`config.mk`:
```
export PLATFORM = sky130hd
export DESIGN_NAME = knn_topk_vote
export DESIGN_NICKNAME = d
export VERILOG_FILES = /design/src/rtl/knn_topk_vote.sv
export SDC_FILE = /design/constraint.sdc
export NUM_CORES = 1
export LEC_CHECK = 0
export ABC_AREA = 1
export CORE_MARGIN = 2
export CORE_UTILIZATION = 45
export DETAILED_ROUTE_END_ITERATION = 7
export MAX_ROUTING_LAYER = met4
export PLACE_DENSITY = 0.75
export REMOVE_ABC_BUFFERS = 1
export SLEW_MARGIN = 30
export SYNTH_ARGS = -nofsm -noshare
export SYNTH_HDL_FRONTEND = slang
export SYNTH_SLANG_ARGS = --single-unit
```
`constraint.sdc`:
```
create_clock -name clk -period 14.65 [get_ports clk]
set_input_delay 2.93 -clock clk [delete_from_list [all_inputs] [get_ports clk]]
set_output_delay 2.93 -clock clk [all_outputs]
set_load 0.03 [all_outputs]
```
`src/rtl/knn_topk_vote.sv`:
```
// rtl/knn_topk_vote.sv - K-nearest list by one-cycle sorted insertion, then K-step majority vote
module knn_topk_vote #(
    parameter int K       = 4,
    parameter int DIST_W  = 32,
    parameter int LABEL_W = 8,
    parameter int AW      = 2
) (
    input  logic               clk,
    input  logic               rst,
    input  logic               start,
    input  logic               in_valid,
    input  logic [DIST_W-1:0]  in_dist,
    input  logic [LABEL_W-1:0] in_label,
    input  logic               in_last,
    output logic               in_ready,
    output logic               busy,
    output logic               result_valid,
    output logic [LABEL_W-1:0] result_label,
    output logic [15:0]        num_pts,
    input  logic [AW-1:0]      rd_addr,
    output logic [DIST_W-1:0]  rd_dist,
    output logic [LABEL_W-1:0] rd_label,
    output logic               rd_vld
);
    localparam int CW = $clog2(K + 1);

    typedef enum logic [1:0] {IDLE, COLLECT, VOTE, DONE} state_t;
    state_t state;

    logic [DIST_W-1:0]  list_dist  [K];
    logic [LABEL_W-1:0] list_label [K];
    logic               list_vld   [K];

    logic [DIST_W-1:0]  nxt_dist   [K];
    logic [LABEL_W-1:0] nxt_label  [K];
    logic               nxt_vld    [K];
    logic               ge         [K];

    logic [CW-1:0]      vi;
    logic [CW-1:0]      best_cnt;
    logic [LABEL_W-1:0] best_label;
    logic [CW-1:0]      cur_cnt;
    logic [LABEL_W-1:0] cur_label;
    logic               cur_vld;

    logic accept;
    assign accept = (state == COLLECT) && in_valid;

    // Sorted + contiguous list makes ge[] a prefix: keep it, insert right after it, shift the rest.
    always_comb begin
        for (int i = 0; i < K; i++) begin
            ge[i]        = list_vld[i] && (list_dist[i] <= in_dist);
            nxt_dist[i]  = list_dist[i];
            nxt_label[i] = list_label[i];
            nxt_vld[i]   = list_vld[i];
        end
        for (int i = 0; i < K; i++) begin
            if (!ge[i]) begin
                if (i == 0 || ge[(i == 0) ? 0 : i - 1]) begin
                    nxt_dist[i]  = in_dist;
                    nxt_label[i] = in_label;
                    nxt_vld[i]   = 1'b1;
                end else begin
                    nxt_dist[i]  = list_dist[(i == 0) ? 0 : i - 1];
                    nxt_label[i] = list_label[(i == 0) ? 0 : i - 1];
                    nxt_vld[i]   = list_vld[(i == 0) ? 0 : i - 1];
                end
            end
        end
    end

    always_comb begin
        cur_label = '0;
        cur_vld   = 1'b0;
        cur_cnt   = '0;
        for (int i = 0; i < K; i++) begin
            if (CW'(i) == vi) begin
                cur_label = list_label[i];
                cur_vld   = list_vld[i];
            end
        end
        for (int j = 0; j < K; j++) begin
            if (list_vld[j] && (list_label[j] == cur_label))
                cur_cnt = cur_cnt + CW'(1);
        end
    end

    always_ff @(posedge clk or posedge rst) begin
        if (rst) begin
            state        <= IDLE;
            num_pts      <= '0;
            result_label <= '0;
            vi           <= '0;
            best_cnt     <= '0;
            best_label   <= '0;
            for (int i = 0; i < K; i++) begin
                list_dist[i]  <= '0;
                list_label[i] <= '0;
                list_vld[i]   <= 1'b0;
            end
        end else if (start) begin
            state   <= COLLECT;
            num_pts <= '0;
            for (int i = 0; i < K; i++) begin
                list_dist[i]  <= '0;
                list_label[i] <= '0;
                list_vld[i]   <= 1'b0;
            end
        end else begin
            case (state)
                COLLECT: begin
                    if (accept) begin
                        for (int i = 0; i < K; i++) begin
                            list_dist[i]  <= nxt_dist[i];
                            list_label[i] <= nxt_label[i];
                            list_vld[i]   <= nxt_vld[i];
                        end
                        if (num_pts != 16'hFFFF)
                            num_pts <= num_pts + 16'd1;
                        if (in_last) begin
                            state      <= VOTE;
                            vi         <= '0;
                            best_cnt   <= '0;
                            best_label <= '0;
                        end
                    end
                end
                VOTE: begin
                    // K scoring steps, then one cycle to publish the winner.
                    if (vi < CW'(K)) begin
                        if (cur_vld && (cur_cnt > best_cnt)) begin
                            best_cnt   <= cur_cnt;
                            best_label <= cur_label;
                        end
                        vi <= vi + CW'(1);
                    end else begin
                        result_label <= best_label;
                        state        <= DONE;
                    end
                end
                default: ;
            endcase
        end
    end

    always_ff @(posedge clk or posedge rst) begin
        if (rst) begin
            rd_dist  <= '0;
            rd_label <= '0;
            rd_vld   <= 1'b0;
        end else begin
            rd_dist  <= '0;
            rd_label <= '0;
            rd_vld   <= 1'b0;
            for (int i = 0; i < K; i++) begin
                if (rd_addr == AW'(i)) begin
                    rd_dist  <= list_dist[i];
                    rd_label <= list_label[i];
                    rd_vld   <= list_vld[i];
                end
            end
        end
    end

    assign in_ready     = (state == COLLECT);
    assign busy         = (state == COLLECT) || (state == VOTE);
    assign result_valid = (state == DONE);
endmodule
```
Word-level counts from Yosys, hierarchy flattened
Cells that the tools add are included.
Widths: inputs -> output; s select.
{"block": "totals", "register_bits": 245, "inputBits": 47, "out_inout_bits": 68}
{"block": "op_classes", "addsub": 5, "magnitude_cmp": 6, "n_eq_ne": 25, "n_mux": 75, "n_bitwise": 2, "n_reduce_logical": 27}
{"operator": "$mux 32", "count": 14}
{"operator": "$mux 128", "count": 3}
{"operator": "$mux 8", "count": 19}
{"operator": "$le 32x32->1", "count": 4}
{"operator": "$mux 16", "count": 4}
{"operator": "$eq 8x8->1", "count": 4}
{"operator": "$mux 3", "count": 8}
{"operator": "$reduce_and 3->1", "count": 6}
{"operator": "$add 16x1->16 const B", "count": 1}
{"operator": "$mux 1", "count": 16}
{"operator": "$ne 16x16->1 const B", "count": 1}
{"operator": "$pmux 8 s2", "count": 1}
{"operator": "$ne 2x2->1 const B", "count": 7}
{"operator": "$add 3x1->3 const B", "count": 4}
{"operator": "$mux 4", "count": 3}
{"operator": "$pmux 3 s2", "count": 2}
{"operator": "$logic_and 1x1->1", "count": 10}
{"operator": "$eq 2x2->1 const B", "count": 4}
{"operator": "$mux 2", "count": 4}
{"operator": "$reduce_bool 2->1", "count": 4}
{"operator": "$eq 2x3->1 const A", "count": 2}
{"operator": "$ne 3x3->1 const B", "count": 2}
{"operator": "$reduce_and 6->1", "count": 1}
{"operator": "$reduce_and 5->1", "count": 1}
{"operator": "other kinds (13)", "count": 15}

Logic depth before layout (Yosys ltp)
{"block": "logic_depth", "word_depth": 19, "depth_mapped": 32, "mapped_depth_nobuf": 31}

Worst setup path before layout
No wires, ideal clock.
{"block": "synth_timing", "path_type": "input to register", "from": "input in_dist[31]", "to": "register list_dist[100] (netlist name)", "setup_ns": 0.126, "arrival_ns": 4.571, "required_time_ns": 14.524, "setup_slack_ns": 9.953, "path_stages": 12, "path_buffers": 1, "cell_sequence": "inv_1 ha_1 nand4_1 inv_1 nand2_1 nor4b_2 nand3_1 nand2_1 nand2_1 o21ai_2 buf_2 o21ai_0"}
{"block": "synth_between", "elab_chain_len": 4}
{"element": "start, declared", "line_no": "12", "text": "input logic [DIST_W-1:0] in_dist,"}
{"element": "$le 32x32->1", "line_no": "52", "text": "ge[i] = list_vld[i] && (list_dist[i] <= in_dist);"}
{"element": "$logic_and 1x1->1", "line_no": "52"}
{"element": "$ne 2x2->1 (no line)"}
{"element": "$reduce_and 3->1 (no line)"}
{"element": "end signal, assigned by index", "line_no": "114", "text": "list_dist[i] <= nxt_dist[i];"}
{"element": "end, declared", "line_no": "30", "text": "logic [DIST_W-1:0] list_dist [K];"}
Every way passes these cells.
A chain may end at the register's enable or synchronous reset.

Worst setup path in the final report
{"block": "layout_timing", "from": "input in_dist[31]", "to": "register list_label[16] (netlist name)"}
{"block": "layout_between", "elab_chain_len": 7}
{"element": "$le 32x32->1", "line_no": "52"}
{"element": "$logic_and 1x1->1", "line_no": "52"}
{"element": "$mux 8", "line_no": "59", "text": "if (i == 0 || ge[(i == 0) ? 0 : i - 1]) begin"}
{"element": "$mux 8", "line_no": "58", "text": "if (!ge[i]) begin"}
{"element": "$mux 32", "line_no": "112", "text": "if (accept) begin"}
{"element": "$mux 32", "line_no": "110", "text": "case (state)"}
{"element": "$mux 32", "line_no": "101", "text": "end else if (start) begin"}
{"element": "end signal, assigned by index", "line_no": "115", "text": "list_label[i] <= nxt_label[i];"}
{"element": "end, declared", "line_no": "31", "text": "logic [LABEL_W-1:0] list_label [K];"}
Parallel ways exist; a longest one is shown, timed or not. The select of a mux whose other input is x is not followed.

==> flow_summary.ini <==
[routing]
post_drt_via_cell_ratio = 5.61
drt-pass1-iter-count = 7
drt_iter0_drc = 1577
ant_nets = 0
routed_wl_um = 48400
wl_per_cell_um = 18.1
num_vias = 15000
drc = 1

[cts]
clock_path_buffers = 3
clock_latency_ns = 0.57
cts_root_buffer = clkbuf_16
cts_buffers = 28
path_clk_slew_ns = 0.06
clock-sinks = 245
hold_buffers = 0
cts_max_level = 1
cts_tree = built
cts_setup_buffers = 0
cts_resized = 0

[power_and_ir_drop]
swShare = 0.383
powerDensity_mw_per_mm2 = 133
p_comb_frac = 0.328
power.leakage_nw = 9.29
ir_worst_vdd_mv = 0.0912
fin_total_pwr_mw = 2.41
pwr-share-clk = 0.315
p_sw_mw = 0.926
p_seq_frac = 0.356
power.internal_mw = 1.49

[layout]
stdcell_area_mm2 = 0.0181
drive_above_1_share = 0.0550
nNetsFinal = 2390
finalCoreUtilization = 0.528
area_growth_pct = 16.1
instances_no_fill = 2675

[placed_design]
dp_hpwl_um = 31400
placed_cells = 2624
dp_slack_ns = 7.98
placed_cell_area_mm2 = 0.0171
port_buffers = 114
gp_congestion = 0.937

[logic_synthesis]
synth_edf_count = 0
ys_seq_elements = 245
synth_area_leaders = dfrtp_1 39%, nand2_1 21%, ha_1 11%
yosys.cell_types.count = 44
synth_cells = 2127
synthFlopType = dfrtp_1
seq_area_frac_synth = 0.393
synth_top_area_share = 0.393
syn_avg_cell_area_um2 = 7.33
yosys_warnings = 0
async_reset_ff_frac = 1.00
yosysMostFrequentCell = nand2_1
synth_common_cells = 881 x nand2_1, 245 x dfrtp_1, 170 x o21ai_0, 143 x ha_1, 134 x inv_1
synth_area_leader_cell = dfrtp_1
synth_area_mm2 = 0.0156

[timing]
finalCriticalPeriod_ns = 6.11
fmax_mhz = 164
fin_ws_ns = 8.54
setup_tns_ns = 0
skew_ns = 0.0123
timing.final.crit_share = 0.417
setup_viol = 0
rsz0062_at_grt = false
maxSlewViolCount = 0
worst_hold_slack_ns = 0.479
hold_viol = 0
slew_headroom = 0.440
max_slew.worst_pin.slew_ns = 0.840

[global_routing]
track_usage = 0.277
antenna_found_initial = 1
grt_max_degree = 120
grt-ovfl-total = 0
grt_pass1_wl_um = 77100
grt_pass1_vias = 14100

[worst_setup_path]
start_kind = primary input
cp_max_fo = 31
crit_path_top_delay_cell = buf_4
cp_common_cell = nand2_1
path_cells = clkdlybuf4s50_1 -> inv_1 -> ha_1 -> nand2_1 -> nor2_1 -> and2_1 -> inv_2 -> nor4_2 -> nand2_1 -> nand2_1 -> nand2_1 -> nand2_2 -> nand2_1 -> nor2_2 -> buf_4 -> nand2_1 -> nand2_1
cpPeakStageDelay_ns = 0.52
end_kind = flop
critPathArrivalTime_ns = 6.62
crit_required_ns = 15.16
critPathKind = primary input to flop

[die]
die_w_um = 190
core_area_mm2 = 0.0343
die_h_um = 190
die_area_mm2 = 0.0361
ioPinCount = 115
initial_core_util = 0.454
row_count = 68

[job]
max_cap_violations = 0

[hold_path]
timing.hold.worst.class = flop to flop

[status]
status = finished with violations
violations = DRC
==> cells in the final DEF (no fill, tap or decap), types with 29 or more instances in the layout <==
| master | instances |
|---|---|
| nor2_1 | 65 |
| nand2_1 | 880 |
| clkdlybuf4s50_1 | 113 |
| ha_1 | 143 |
| o21ai_0 | 170 |
| a21oi_1 | 99 |
| nand3_1 | 114 |
| nand4_1 | 35 |
| dfrtp_1 | 244 |
| inv_1 | 133 |
| clkbuf_16 | 29 |
==> sequential cells by signal (all words and copies together), names as in the netlist <==
signal / count
rd_dist: 32
rd_label: 8
list_label: 32
list_dist: 128
best_label: 8
list_vld: 4
result_label: 8
vi: 3
rd_vld: 1
num_pts: 16
best_cnt: 3
state: 2
==> power groups by stage <==
stage | clock (mW) | sequential, mW | combinational (mW)
2_1_floorplan | 0 | 0.883 | 0.469
3_3_place_gp | 0 | 0.866 | 0.759
3_5_place_dp | 0 | 0.868 | 0.778
4_1_cts | 0.772 | 0.858 | 0.784
5_1_grt | 0.799 | 0.871 | 0.881
6_report | 0.761 | 0.860 | 0.792
==> worst max-delay path, delay by kind of cell <==
family | cells | cell delay [ns]
AND/OR/NAND/NOR | 12 | 2.15
buffers and inverters | 4 | 1.20
adder cells (fa/ha/maj) | 1 | 0.32
==> logic make-up after synthesis <==
group                      after synthesis  synth area share
AOI/OAI and AO/OA                      334             0.119
xor gates and xnor gates                11           0.00618
adders and majority gates              143             0.115
buffers and inverters                  242            0.0638
DFF                                    245             0.393
and+or+nand+nor                       1152             0.303
==> layout make-up <==
type,count,area [um^2]
Fill cell,3233,16200
Timing Repair Buffer,137,1330
Multi-Input combinational cell,1640,8500
Tap cell,455,569
Inverter,148,568
Clock inverter,11,185
Clock buffer,38,800
Antenna cell,1,2.50
Sequential cell,245,6130
==> metal layers <==
metal | wire length (um) | GRT usage | share of wire
met1 | 20200 | 0.367 | 0.42
met2 | 22300 | 0.434 | 0.46
met3 | 4360 | 0.0398 | 0.090
met4 | 1590 | 0.101 | 0.033
met5 | 0 | - | 0
==> path summary, 6_finish.rpt <==
check,start,endpoint,slack [ns],cells after the start
max reg2reg,vi[2],best_cnt[2],9.36,27
min in group asynchronous,rst,rd_dist[13],2.83,2
min,best_cnt[2],best_cnt[2],0.48,2
max in group asynchronous,rst,rd_label[1],10.55,3
min reg2reg,best_cnt[2],best_cnt[2],0.48,2
max,in_dist[31],list_label[16],8.54,17
(Power assumes the default switching activity.)
